### src/rtl/image_scaler_core.sv
// image_scaler_core: walks every destination pixel in raster order, fetches
// the source sample(s) it needs from a synchronous source memory, and emits
// one destination write per pixel (nearest zoom in/out, box-average zoom out).
module image_scaler_core #(
    parameter int SRC_W  = 160,
    parameter int SRC_H  = 120,
    parameter int PIX_W  = 8,
    parameter int SRC_AW = 15,
    parameter int DST_AW = 19
) (
    input  logic              clk,
    input  logic              reset,
    input  logic [1:0]        algorithm_select,
    input  logic [2:0]        zoom_level,
    input  logic              start_pulse,
    output logic              processing_done,
    output logic              busy,
    output logic              src_rd_en,
    output logic [SRC_AW-1:0] src_rd_addr,
    input  logic [PIX_W-1:0]  src_rd_data,
    output logic              dst_wr_en,
    output logic [DST_AW-1:0] dst_wr_addr,
    output logic [PIX_W-1:0]  dst_wr_data,
    input  logic              dst_wr_ready
);

    // Coordinates must cover the largest (x4) destination image.
    localparam int XW = $clog2(4 * SRC_W + 1);
    localparam int YW = $clog2(4 * SRC_H + 1);
    localparam int AW = PIX_W + 4;

    localparam logic [XW-1:0]     SRC_W_X = XW'(SRC_W);
    localparam logic [YW-1:0]     SRC_H_Y = YW'(SRC_H);
    localparam logic [SRC_AW-1:0] SRC_W_A = SRC_AW'(SRC_W);

    typedef enum logic [2:0] {
        S_IDLE,
        S_READ,
        S_WAIT,
        S_WRITE,
        S_DONE
    } state_t;

    state_t r_state;
    state_t w_nextState;

    logic [1:0]        r_alg;
    logic [2:0]        r_zoom;
    logic [XW-1:0]     r_dx;
    logic [YW-1:0]     r_dy;
    logic [3:0]        r_rdCnt;
    logic              r_rdValid;
    logic [AW-1:0]     r_acc;
    logic [DST_AW-1:0] r_dstAddr;

    logic [1:0]        w_shift;
    logic              w_zoomIn;
    logic              w_zoomOut;
    logic              w_avg;
    logic [3:0]        w_lastCnt;
    logic [1:0]        w_subI;
    logic [1:0]        w_subJ;
    logic [XW-1:0]     w_dstW;
    logic [YW-1:0]     w_dstH;
    logic [XW-1:0]     w_sx;
    logic [YW-1:0]     w_sy;
    logic [SRC_AW-1:0] w_srcAddr;
    logic [2:0]        w_avgShift;
    logic              w_lastRead;
    logic              w_lastPixel;
    logic              w_startOk;
    logic              w_accept;

    // Decode the latched zoom/algorithm into shift, direction and block geometry;
    // reserved zoom codes fall through to x1 and average only applies to zoom-out.
    always_comb begin
        w_shift   = 2'd0;
        w_zoomIn  = 1'b0;
        w_zoomOut = 1'b0;
        case (r_zoom)
            3'd0: begin w_shift = 2'd2; w_zoomOut = 1'b1; end
            3'd1: begin w_shift = 2'd1; w_zoomOut = 1'b1; end
            3'd3: begin w_shift = 2'd1; w_zoomIn  = 1'b1; end
            3'd4: begin w_shift = 2'd2; w_zoomIn  = 1'b1; end
            default: ;
        endcase
        w_avg      = (r_alg == 2'b01) && w_zoomOut;
        w_lastCnt  = 4'd0;
        w_subI     = 2'd0;
        w_subJ     = 2'd0;
        w_avgShift = 3'd0;
        if (w_avg) begin
            w_avgShift = {w_shift, 1'b0};
            if (w_shift == 2'd2) begin
                w_lastCnt = 4'd15;
                w_subI    = r_rdCnt[1:0];
                w_subJ    = r_rdCnt[3:2];
            end else begin
                w_lastCnt = 4'd3;
                w_subI    = {1'b0, r_rdCnt[0]};
                w_subJ    = {1'b0, r_rdCnt[1]};
            end
        end
    end

    // Destination size, current source coordinate and its linear address.
    always_comb begin
        if (w_zoomIn) begin
            w_dstW = SRC_W_X << w_shift;
            w_dstH = SRC_H_Y << w_shift;
            w_sx   = r_dx >> w_shift;
            w_sy   = r_dy >> w_shift;
        end else begin
            w_dstW = SRC_W_X >> w_shift;
            w_dstH = SRC_H_Y >> w_shift;
            w_sx   = (r_dx << w_shift) + XW'(w_subI);
            w_sy   = (r_dy << w_shift) + YW'(w_subJ);
        end
        w_srcAddr = SRC_AW'(w_sy) * SRC_W_A + SRC_AW'(w_sx);
    end

    assign w_lastRead  = (r_rdCnt == w_lastCnt);
    assign w_lastPixel = (r_dx == w_dstW - XW'(1)) && (r_dy == w_dstH - YW'(1));
    assign w_startOk   = start_pulse && ((r_state == S_IDLE) || (r_state == S_DONE));
    assign w_accept    = dst_wr_en && dst_wr_ready;

    assign busy            = (r_state == S_READ) || (r_state == S_WAIT) || (r_state == S_WRITE);
    assign processing_done = (r_state == S_DONE);
    assign src_rd_en       = (r_state == S_READ);
    assign src_rd_addr     = src_rd_en ? w_srcAddr : '0;
    assign dst_wr_en       = (r_state == S_WRITE);
    assign dst_wr_addr     = r_dstAddr;
    assign dst_wr_data     = dst_wr_en ? PIX_W'(r_acc >> w_avgShift) : '0;

    // Next-state logic: reads until the last sample, one wait for the final
    // datum, then hold the write until the framebuffer accepts it.
    always_comb begin
        w_nextState = r_state;
        case (r_state)
            S_IDLE:  if (w_startOk) w_nextState = S_READ;
            S_READ:  if (w_lastRead) w_nextState = S_WAIT;
            S_WAIT:  w_nextState = S_WRITE;
            S_WRITE: if (w_accept) w_nextState = w_lastPixel ? S_DONE : S_READ;
            S_DONE:  if (w_startOk) w_nextState = S_READ;
            default: w_nextState = S_IDLE;
        endcase
    end

    // State register.
    always_ff @(posedge clk) begin
        if (reset) r_state <= S_IDLE;
        else       r_state <= w_nextState;
    end

    // Job configuration is captured once per accepted start so mid-job input
    // changes cannot disturb the walk.
    always_ff @(posedge clk) begin
        if (reset) begin
            r_alg  <= 2'b00;
            r_zoom <= 3'd2;
        end else if (w_startOk) begin
            r_alg  <= algorithm_select;
            r_zoom <= zoom_level;
        end
    end

    // Destination raster position and write address advance only on accepted writes.
    always_ff @(posedge clk) begin
        if (reset) begin
            r_dx      <= '0;
            r_dy      <= '0;
            r_dstAddr <= '0;
        end else if (w_startOk) begin
            r_dx      <= '0;
            r_dy      <= '0;
            r_dstAddr <= '0;
        end else if ((r_state == S_WRITE) && w_accept) begin
            r_dstAddr <= r_dstAddr + DST_AW'(1);
            if (!w_lastPixel) begin
                if (r_dx == w_dstW - XW'(1)) begin
                    r_dx <= '0;
                    r_dy <= r_dy + YW'(1);
                end else begin
                    r_dx <= r_dx + XW'(1);
                end
            end
        end
    end

    // Per-pixel read counter; it indexes the k x k block j-major, i-minor.
    always_ff @(posedge clk) begin
        if (reset || w_startOk) r_rdCnt <= 4'd0;
        else if (r_state == S_READ) r_rdCnt <= w_lastRead ? 4'd0 : r_rdCnt + 4'd1;
    end

    // Accumulator clears on a pixel's first read and adds each datum on the
    // cycle the source memory presents it (one cycle after the read strobe).
    always_ff @(posedge clk) begin
        if (reset) begin
            r_rdValid <= 1'b0;
            r_acc     <= '0;
        end else begin
            r_rdValid <= src_rd_en;
            if ((r_state == S_READ) && (r_rdCnt == 4'd0)) r_acc <= '0;
            else if (r_rdValid) r_acc <= r_acc + AW'(src_rd_data);
        end
    end

endmodule
### config.mk
export PLATFORM = sky130hd
export DESIGN_NAME = image_scaler_core
export DESIGN_NICKNAME = d
export VERILOG_FILES = /design/src/rtl/image_scaler_core.sv
export SDC_FILE = /design/constraint.sdc
export NUM_CORES = 1
export LEC_CHECK = 0
export CELL_PAD_IN_SITES_DETAIL_PLACEMENT = 1
export CELL_PAD_IN_SITES_GLOBAL_PLACEMENT = 1
export CORE_ASPECT_RATIO = 0.9
export CORE_MARGIN = 1
export CORE_UTILIZATION = 43
export CTS_CLUSTER_DIAMETER = 40
export CTS_CLUSTER_SIZE = 16
export DETAILED_ROUTE_END_ITERATION = 10
export PLACE_DENSITY = 0.88
export SLEW_MARGIN = 20
export SYNTH_ARGS = -nofsm -noshare
export SYNTH_HDL_FRONTEND = slang
export SYNTH_SLANG_ARGS = --single-unit
### constraint.sdc
create_clock -name clk -period 7.2 [get_ports clk]
set_input_delay 1.44 -clock clk [delete_from_list [all_inputs] [get_ports clk]]
set_output_delay 1.44 -clock clk [all_outputs]
set_load 0.05 [all_outputs]
==> results of run 1 <==
cell type report:
class | instances | area share
multi-input combinational | 620 | 0.610
tap | 164 | 0.0301
clock inverter | 6 | 0.0136
timing repair buffer | 73 | 0.111
sequential | 63 | 0.185
inverter | 27 | 0.0149
clock buffer | 10 | 0.0350
worst min-delay path by stage:
| stage | end | slack, ns | cells past startpoint |
|---|---|---|---|
| detailed placement | r_alg[0] | 0.48 | 2 |
| floorplan | r_alg[0] | 0.45 | 2 |
| global placement | dst_wr_addr[18] | 0.47 | 2 |
| global route | r_alg[0] | 0.54 | 2 |
| finish | r_alg[0] | 0.49 | 2 |
| CTS | r_alg[0] | 0.49 | 2 |
registers in the layout, indices dropped and copies added (netlist names):
signal	cells
r_acc	12
r_state	3
r_rdCnt	4
r_alg	2
r_dx	10
r_rdValid	1
r_dy	9
dst_wr_addr	19
r_zoom	3
cells in the final DEF, fill, tap and decap left out, drive strengths merged, types with 23 or more instances in the layout:
master	n
nand2	86
a21oi	59
clkdlybuf4s50	56
o21ai	33
nand3	26
ha	36
inv	28
dfxtp	63
nor2	74
xnor2	28
mux2i	23
per-stage QoR:
step	hold WS [ns]	utilization	area, sq um
after floorplan	0.445	-	5750
after global placement	0.469	0.499	6430
after detailed placement	0.475	0.499	6430
after CTS	0.489	0.525	6770
after global routing	0.540	0.530	6820
final	0.488	0.530	6820
routing by layer:
metal | share of wire | track usage
met5 | 0 | 0
met4 | 0.022 | 0.0900
met3 | 0.040 | 0.0425
met2 | 0.49 | 0.440
met1 | 0.44 | 0.338
timing repair:
item,4_1_cts,5_1_grt
cloned,0,0
endpoints found under the setup margin,1,1
gates resized for setup,1,9
buffers inserted,0,2
pin swaps,0,1
report_power, final:
group          internal [W]  switching [W]  total (W)
clock network      0.000314       0.000177   0.000491
logic              0.000125       0.000199   0.000324
registers          0.000360      0.0000237   0.000384
total              0.000799       0.000400    0.00120
synth_stat cells (all sizes together) (6+ instances only):
cell type  count
a211oi        16
a21oi         59
a31oi          8
and2           9
and3          10
buf           22
clkbuf        29
dfxtp         63
ha            36
inv           27
mux2i         23
nand2         86
nand2b         8
nand3         26
nand3b         8
nand4          7
nor2          74
nor2b          9
nor3          19
nor4           8
o211ai         8
o21a           6
o21ai         33
o22ai         15
or3           21
or4            7
xnor2         28
xor2          21
cell families (layout without fill, tap and decap cells):
logic type	count (synthesis)	in the layout	synth area share
AO/OA/AOI/OAI	188	188	0.218
XOR/XNOR	49	49	0.0747
adder cells (fa/ha/maj)	41	41	0.0958
buffers and inverters	78	116	0.0618
flip-flops	63	63	0.220
multiplexers	24	24	0.0455
other	1	2	0.000653
AND/OR/NAND/NOR	316	316	0.284
worst max-delay path, stage by stage, from the launching register on:
cell      delay [ns]
dfxtp_2         0.46
buf_6           0.23
mux2_4          0.24
and2_1          0.14
ha_1            0.16
inv_1           0.06
fa_1            0.45
nor4_4          0.36
nor3_1          0.13
a221oi_4        0.30
xnor2_1         0.17
fa_1            0.56
inv_1           0.04
ha_1            0.20
or2_2           0.31
o22ai_2         0.14
and3b_1         0.24
and4_1          0.22
a211o_1         0.23
a21oi_1         0.25
buf_12          0.17
==> impl_metrics.ini, run 1 <==
[placement]
gp_congestion = 0.908
hpwl_mm = 13.0
dp_slack_ns = 0.367
placed_cells = 944
portBuffers = 62

[floorplan]
die_h_microns = 112
die_area_sq_um = 13800
start_util = 0.446
die_x_microns = 124
core_area_sq_um = 12900
rows = 39
io_pins = 63

[clocking]
cts_tree = yes
clk_pin_slew_worst_paths_ns = 0.06
cts.sinks = 63
cts-root-buf = clkbuf_16
cts_max_path_buffers = 2
htreeDepth = 3
clock_latency_ns = 0.35
holdBufCountCts = 0
cts_buffers = 9

[sta]
tns_ns = 0
skew_ns = 0.00794
finalSetupViolCount = 0
finalHoldViolCount = 0
final.min_clock_period_ns = 6.85
worstMarginPinSlew_ns = 0.776
slew_viol_final = 0
fin_ws_ns = 0.349
fmax_mhz = 146
slew_headroom = 0.481
fin_crit_sh = 0.951
rsz0062_at_grt = false

[cells_and_area]
fin_nets = 852
regArea_sq_um = 1260
n_antenna_cell = 0
layout-drive-gt1-share = 0.0864
areaGrowthSynthToFinish_pct = 18.8
fillerInstances = 1631
multiInputGateArea_sq_um = 4160
stdcell_count = 963

[synth]
synth.area.top_cells = dfxtp_1 (22%), ha_1 (7.8%), nand2_1 (5.6%), a21oi_1 (5.1%), nor2_1 (4.8%)
synth.distinct_cells = 78
synth_ff_type = dfxtp_1
async_flop_share = 0
synth_edf_count = 0
syn_inst = 760
ys_ff_latch = 63
synth_top_area_cell = dfxtp_1
ys_seq_area_frac = 0.220
synth_top_area_frac = 0.220
ys.warnings.count = 0
avgSynthCellArea_sq_um = 7.56
syn_area_sq_um = 5750

[setup_path]
r2r_start = r_zoom[2]
r2r_cells = 8
cp_data_arrival_time_ns = 5.41
end_kind = output pin
critical_path.endpoint = src_rd_addr[14]
reg2reg_slack_ns = 4.09
crit_start = r_zoom[1]
crit_path_start_kind = register
cp_max_fo = 19
crit_required_ns = 5.76
crit_type = register to output pin
worstReg2RegEnd = r_dx[8]

[run]
cap_viol_max_count = 0

[global_route]
grt_pass1_vias = 5761
grt_max_degree = 28
grt_usage = 0.263
grt_pass1_wl_mm = 29.0
grt_overflow = 0
antenna_found_initial = 0

[route]
drt_pass1_iterations = 5
drc_errors = 0
via_count = 5803
vias_per_cell = 6.03
wl_per_cell_microns = 18.8
wirelength_mm = 18.1
initialDrtViolationCount = 246
postRouteAntennaNets = 0

[worst_hold_path]
hold_path.startpoint = r_alg[0]
hp-class = register to register

[power_and_ir_drop]
powerDensity_nw_per_um2 = 176
power_w = 0.00120
vdd_ir_drop_max_mv = 0.148
leakage_nw = 2.63

[outcome]
status = completed
(Power assumes the default switching activity.)
==> run 2: changes to the inputs <==
--- a/config.mk
+++ b/config.mk
@@ -5,13 +5,13 @@
 export SDC_FILE = /design/constraint.sdc
 export NUM_CORES = 1
 export LEC_CHECK = 0
+export ABC_AREA = 1
 export CELL_PAD_IN_SITES_DETAIL_PLACEMENT = 1
 export CELL_PAD_IN_SITES_GLOBAL_PLACEMENT = 1
 export CORE_ASPECT_RATIO = 0.9
 export CORE_MARGIN = 1
-export CORE_UTILIZATION = 43
+export CORE_UTILIZATION = 41
 export CTS_CLUSTER_DIAMETER = 40
-export CTS_CLUSTER_SIZE = 16
 export DETAILED_ROUTE_END_ITERATION = 10
 export PLACE_DENSITY = 0.88
 export SLEW_MARGIN = 20
==> run 2 against run 1 <==
  * Sequential power about the same
  * Largest power group is now combinational logic
  * Clock power decreased by 15%
  * Synthesized cell count grew 31%
  * Critical path depth increased by 8
  * Highest routed layer unchanged
==> impl_metrics.ini, run 2 <==
[synth]
syn_area_sq_um = 6130
syn_inst = 999
avgSynthCellArea_sq_um = 6.14
yosysMostFrequentCell = nand2_1
synth_top_area_cell = dfxtp_1
ys.warnings.count = 0
yosys.area_share.adder = 0.0898
ys_seq_area_frac = 0.206
synthXorXnorAreaFrac = 0.0343
synth_compound_area_frac = 0.164
synth.area.top_cells = dfxtp_1 (21%), nand2_1 (16%), inv_1 (8.8%), ha_1 (7.3%), a21oi_1 (6.7%)
synthMuxAreaShare = 0.00367
synth.distinct_cells = 52
async_flop_share = 0
synth_edf_count = 0
synth_top_family_by_area = simple AND/OR/NAND/NOR gates
synthTopCellsByCount = nand2_1 (255), inv_1 (143), nor2_1 (99)
synth_top_area_frac = 0.206
synthSimpleGateAreaFrac = 0.383
synth_ff_type = dfxtp_1
ys_ff_latch = 63

[setup_path]
slowest_delay_ns = 0.57
end_kind = output pin
cp_max_fo = 25
crit_family = adder cells
cp_data_arrival_time_ns = 5.35
crit_type = register to output pin
crit_path_start_kind = register
cp_num_buf_inv = 7
cpMaxStageDelayCell = dfxtp_1
cpMostUsedCell = nand2_1
crit_required_ns = 5.76

[cells_and_area]
n_antenna_cell = 0
layout-drive-gt1-share = 0.0935
final_common_cell = nand2_1
fillerInstances = 1999
fin_nets = 1112
layout_common_cells = nand2_1 (255), inv_1 (142), nor2_1 (97)
areaGrowthSynthToFinish_pct = 17.9
largest_register_ff_count = 19

[sta]
slew_viol_final = 0
rsz0062_at_grt = true
final.min_clock_period_ns = 6.79
fmax_mhz = 147
fin_crit_sh = 0.943
worstMarginPinSlew_ns = 0.789
slew_headroom = 0.473
holdWs_ns = 0.469
skew_ns = 0.00882
finalSetupViolCount = 0
finalHoldViolCount = 0

[route]
drc_errors = 0
drt_pass1_iterations = 4
postRouteAntennaNets = 0
vias_per_cell = 5.30
wl_per_cell_microns = 15.3
via_count = 6664
wirelength_mm = 19.3
initialDrtViolationCount = 271

[global_route]
met2_usage = 0.452
grt_max_degree = 27
grt_use_met3 = 0.0418
grt_overflow = 0
grt_usage = 0.266
antenna_found_initial = 0
top_usage_layer = met2
grt_pass1_wl_mm = 32.8
grt_pass1_vias = 6977
grt_use_met1 = 0.331

[power_and_ir_drop]
powerDensity_nw_per_um2 = 215
vdd_ir_drop_max_mv = 0.121
power_w = 0.00156
leakage_nw = 3.31

[clocking]
cts-root-buf = clkbuf_16
htreeDepth = 3
cts_buffers = 9
clock_latency_ns = 0.34
cts_max_path_buffers = 2
clk_pin_slew_worst_paths_ns = 0.06
cts.sinks = 63
cts_tree = yes

[placement]
gp_congestion = 0.872
hpwl_mm = 15.1
portBuffers = 62

[floorplan]
die_h_microns = 118
die_x_microns = 131
die_area_sq_um = 15400
core_area_sq_um = 14700
rows = 42
start_util = 0.418
io_pins = 63

[worst_hold_path]
hp-class = register to register

[run]
cap_viol_max_count = 0

[outcome]
status = completed
[run 2: cell types whose count changed in the layout (fill, tap and decap cells not counted), moves of 23 or more]
cell and change:
inv_1 +116, nand2_1 +169, xnor2_1 -23, a21oi_1 +23, nor2_1 +25, nand3_1 +37, o21ai_0 +31
[run 2: logic make-up after synthesis]
group           after synthesis
buf+inv                     180
fa+ha+maj                    41
flops                        63
mux                           1
compound gates              181
xor+xnor                     24
other cells                   1
simple gates                508
[run 2: layout make-up]
class	instances	area, sq um	share of cell area
clock buffers	10	239	0.0331
clock inverters	6	42.5	0.00588
inverters	155	597	0.0826
multi-input cells	757	4160	0.575
flip-flops and latches	63	1260	0.174
well taps	198	248	0.0343
repair buffers	68	683	0.0945
[run 2: where the power goes]
part	total (W)	switching (W)	internal, W	leakage [nW]
Combinational	0.000756	0.000514	0.000243	2.66
Sequential	0.000383	0.0000202	0.000363	0.510
Clock	0.000416	0.000172	0.000243	0.135
[run 2: per-layer routing]
layer / vias to the layer above / part of all wire
li1: 3333 / -
met1: 3167 / 0.45
met2: 130 / 0.48
met3: 34 / 0.042
met4: 0 / 0.027
met5: - / 0
[run 2: repair_timing]
item,4_1_cts,5_1_grt
setup endpoints to repair,0,5
buffers inserted,0,2
hold buffers,0,0
gates resized for setup,0,5
[run 2: worst min-delay path: cells and delay by family (launching register included)]
| family | cells | cell delay, ns |
|---|---|---|
| buf+inv | 1 | 0.07 |
| flops | 1 | 0.30 |
| compound gates | 1 | 0.06 |
[run 2: final timing paths]
kind	start	endpoint	slack (ns)	depth (start not counted)
max	r_zoom[2]	src_rd_addr[14]	0.41	28
min	r_alg[0]	r_alg[0]	0.47	2
max reg2reg	r_zoom[0]	r_dx[9]	4.28	16
min reg2reg	r_alg[0]	r_alg[0]	0.47	2
[run 2: stage by stage]
stage	instances	worst slack [ns]	utilization	setup TNS, ns	instance area (sq um)
5_1_grt	1257	-0.0841	0.493	-0.0841	7230
4_1_cts	1255	0.0131	0.491	0	7200
3_5_place_dp	1239	0.406	0.472	0	6920
6_report	1257	0.413	0.493	0	7230
3_3_place_gp	1239	0.767	0.472	0	6920
2_1_floorplan	1000	0.720	-	0	6130
==> run 3: changes to the inputs <==
--- a/config.mk
+++ b/config.mk
@@ -14,6 +14,7 @@
 export CTS_CLUSTER_DIAMETER = 40
 export DETAILED_ROUTE_END_ITERATION = 10
 export PLACE_DENSITY = 0.88
+export SETUP_SLACK_MARGIN = 0.05
 export SLEW_MARGIN = 20
 export SYNTH_ARGS = -nofsm -noshare
 export SYNTH_HDL_FRONTEND = slang
==> run 3 against run 2 <==
  * Maximum frequency up 1.7%
  * Clock power barely moved
  * Sequential power about the same
  * Register-to-register slack is essentially flat
  * Non-clock buffer count is 1 higher
  * Critical endpoint unchanged
  * Largest power group unchanged
==> impl_metrics.ini, run 3 (synthesis results as in run 2) <==
[outcome]
status = completed

[sta]
tns_ns = 0
skew_ns = 0.00882
slew_viol_final = 0
fin_crit_sh = 0.927
rsz0062_at_grt = false
finalSetupViolCount = 0
worstMarginPinSlew_ns = 0.790
fmax_mhz = 150
final.min_clock_period_ns = 6.67
slew_headroom = 0.473
finalHoldViolCount = 0

[clocking]
cts_max_path_buffers = 2
cts_tree = yes
clk_pin_slew_worst_paths_ns = 0.06
cts.sinks = 63
htreeDepth = 3
clock_latency_ns = 0.34
cts_buffers = 9
cts-root-buf = clkbuf_16
holdBufCountCts = 0

[floorplan]
die_area_sq_um = 15400
rows = 42
die_x_microns = 131
io_pins = 63
core_area_sq_um = 14700
start_util = 0.418
die_h_microns = 118

[power_and_ir_drop]
powerDensity_nw_per_um2 = 215
switching_share = 0.455
p_sw_w = 0.000707
vdd_ir_drop_max_mv = 0.121
clockPowerShare = 0.268
pwr-share-comb = 0.486
p_int_w = 0.000848
seqPwrFrac = 0.246
leakage_nw = 3.30

[cells_and_area]
largest_register_ff_count = 19
areaGrowthSynthToFinish_pct = 18.0
n_antenna_cell = 0
fillerInstances = 1998
layout_common_cells = nand2_1 (255), inv_1 (142), nor2_1 (97)
fin_nets = 1113
stdcell_count = 1258
layout-drive-gt1-share = 0.0953
final_common_cell = nand2_1

[global_route]
grt_pass1_wl_mm = 32.8
grt_usage = 0.266
grt_pass1_vias = 6977
grt_max_degree = 27
antenna_found_initial = 0
grt_overflow = 0

[run]
cap_viol_max_count = 0

[placement]
hpwl_mm = 15.1
portBuffers = 62
gp_congestion = 0.872
placed_cells = 1239

[route]
drt_pass1_iterations = 4
initialDrtViolationCount = 296
drc_errors = 0
postRouteAntennaNets = 0
wl_per_cell_microns = 15.3
vias_per_cell = 5.31
wirelength_mm = 19.3
via_count = 6678

[setup_path]
end_kind = output pin
cp_max_fo = 5
cpMostUsedCell = nand2_1
cp_data_arrival_time_ns = 5.23
cpMaxStageDelayCell = fa_1
crit_path_start_kind = register
crit_required_ns = 5.76
crit_type = register to output pin
slowest_delay_ns = 0.48
r2r_cells = 15

[worst_hold_path]
hold_depth = 2
hp-class = register to register
==> run 3: cell types whose count changed in the layout (fill, tap and decap cells not counted), sizes merged <==
cell	before	now
buf	10	11
dlygate4sd2	0	1
dlymetal6s2s	1	0
==> run 3: cell type report <==
cell class              instances  area, sq um  share of cell area
clock buffers                  10          239              0.0330
well taps                     198          248              0.0342
flip-flops and latches         63         1260               0.175
repair buffers                 69          687              0.0949
clock inverters                 6         42.5             0.00588
multi-input cells             757         4160               0.575
inverters                     155          597              0.0825
==> run 3: critical path, delay by kind of cell, from the launching register on <==
family                     cells  cell delay, ns
buffers and inverters          7            0.73
adders and majority gates      6            1.74
AOI/OAI and AO/OA              4            0.74
DFF                            1            0.39
and+or+nand+nor               12            1.32
==> run 3: path summary, 6_finish.rpt <==
check,start,to,slack [ns]
max,r_zoom[1],src_rd_addr[14],0.53
min,r_alg[0],r_alg[0],0.47
max reg2reg,r_zoom[0],r_dx[9],4.28
min reg2reg,r_alg[0],r_alg[0],0.47
==> run 3: power groups by stage <==
stage	Sequential (W)	Combinational, W	Clock [W]
after global placement	0.000389	0.000725	0
after detailed placement	0.000390	0.000752	0
final	0.000383	0.000756	0.000416
after CTS	0.000383	0.000758	0.000426
after floorplan	0.000383	0.000562	0
after global routing	0.000386	0.000846	0.000439
==> run 3: repair_timing <==
| action | 4_1_cts | 5_1_grt |
|---|---|---|
| endpoints found under the hold margin | 0 | 0 |
| resized for setup | 1 | 5 |
| buffers inserted | 0 | 3 |
| pin swaps | 0 | 1 |
| setup endpoints to repair | 1 | 6 |
==> run 3: layer usage <==
| metal | track usage | part of all wire | vias to the layer above |
|---|---|---|---|
| li1 | - | - | 3338 |
| met1 | 0.331 | 0.46 | 3178 |
| met2 | 0.452 | 0.48 | 128 |
| met3 | 0.0418 | 0.038 | 34 |
| met4 | 0.106 | 0.027 | 0 |
| met5 | 0 | 0 | - |
==> run 3: metrics by stage <==
stage / cell area (sq um) / util / worst slack [ns] / hold WS, ns / power (W)
2_1_floorplan: 6130 / - / 0.720 / 0.430 / 0.000945
3_3_place_gp: 6920 / 0.472 / 0.767 / 0.441 / 0.00111
3_5_place_dp: 6920 / 0.472 / 0.406 / 0.466 / 0.00114
4_1_cts: 7200 / 0.491 / 0.0976 / 0.472 / 0.00157
5_1_grt: 7230 / 0.493 / 0.0505 / 0.486 / 0.00167
6_report: 7230 / 0.493 / 0.527 / 0.470 / 0.00156
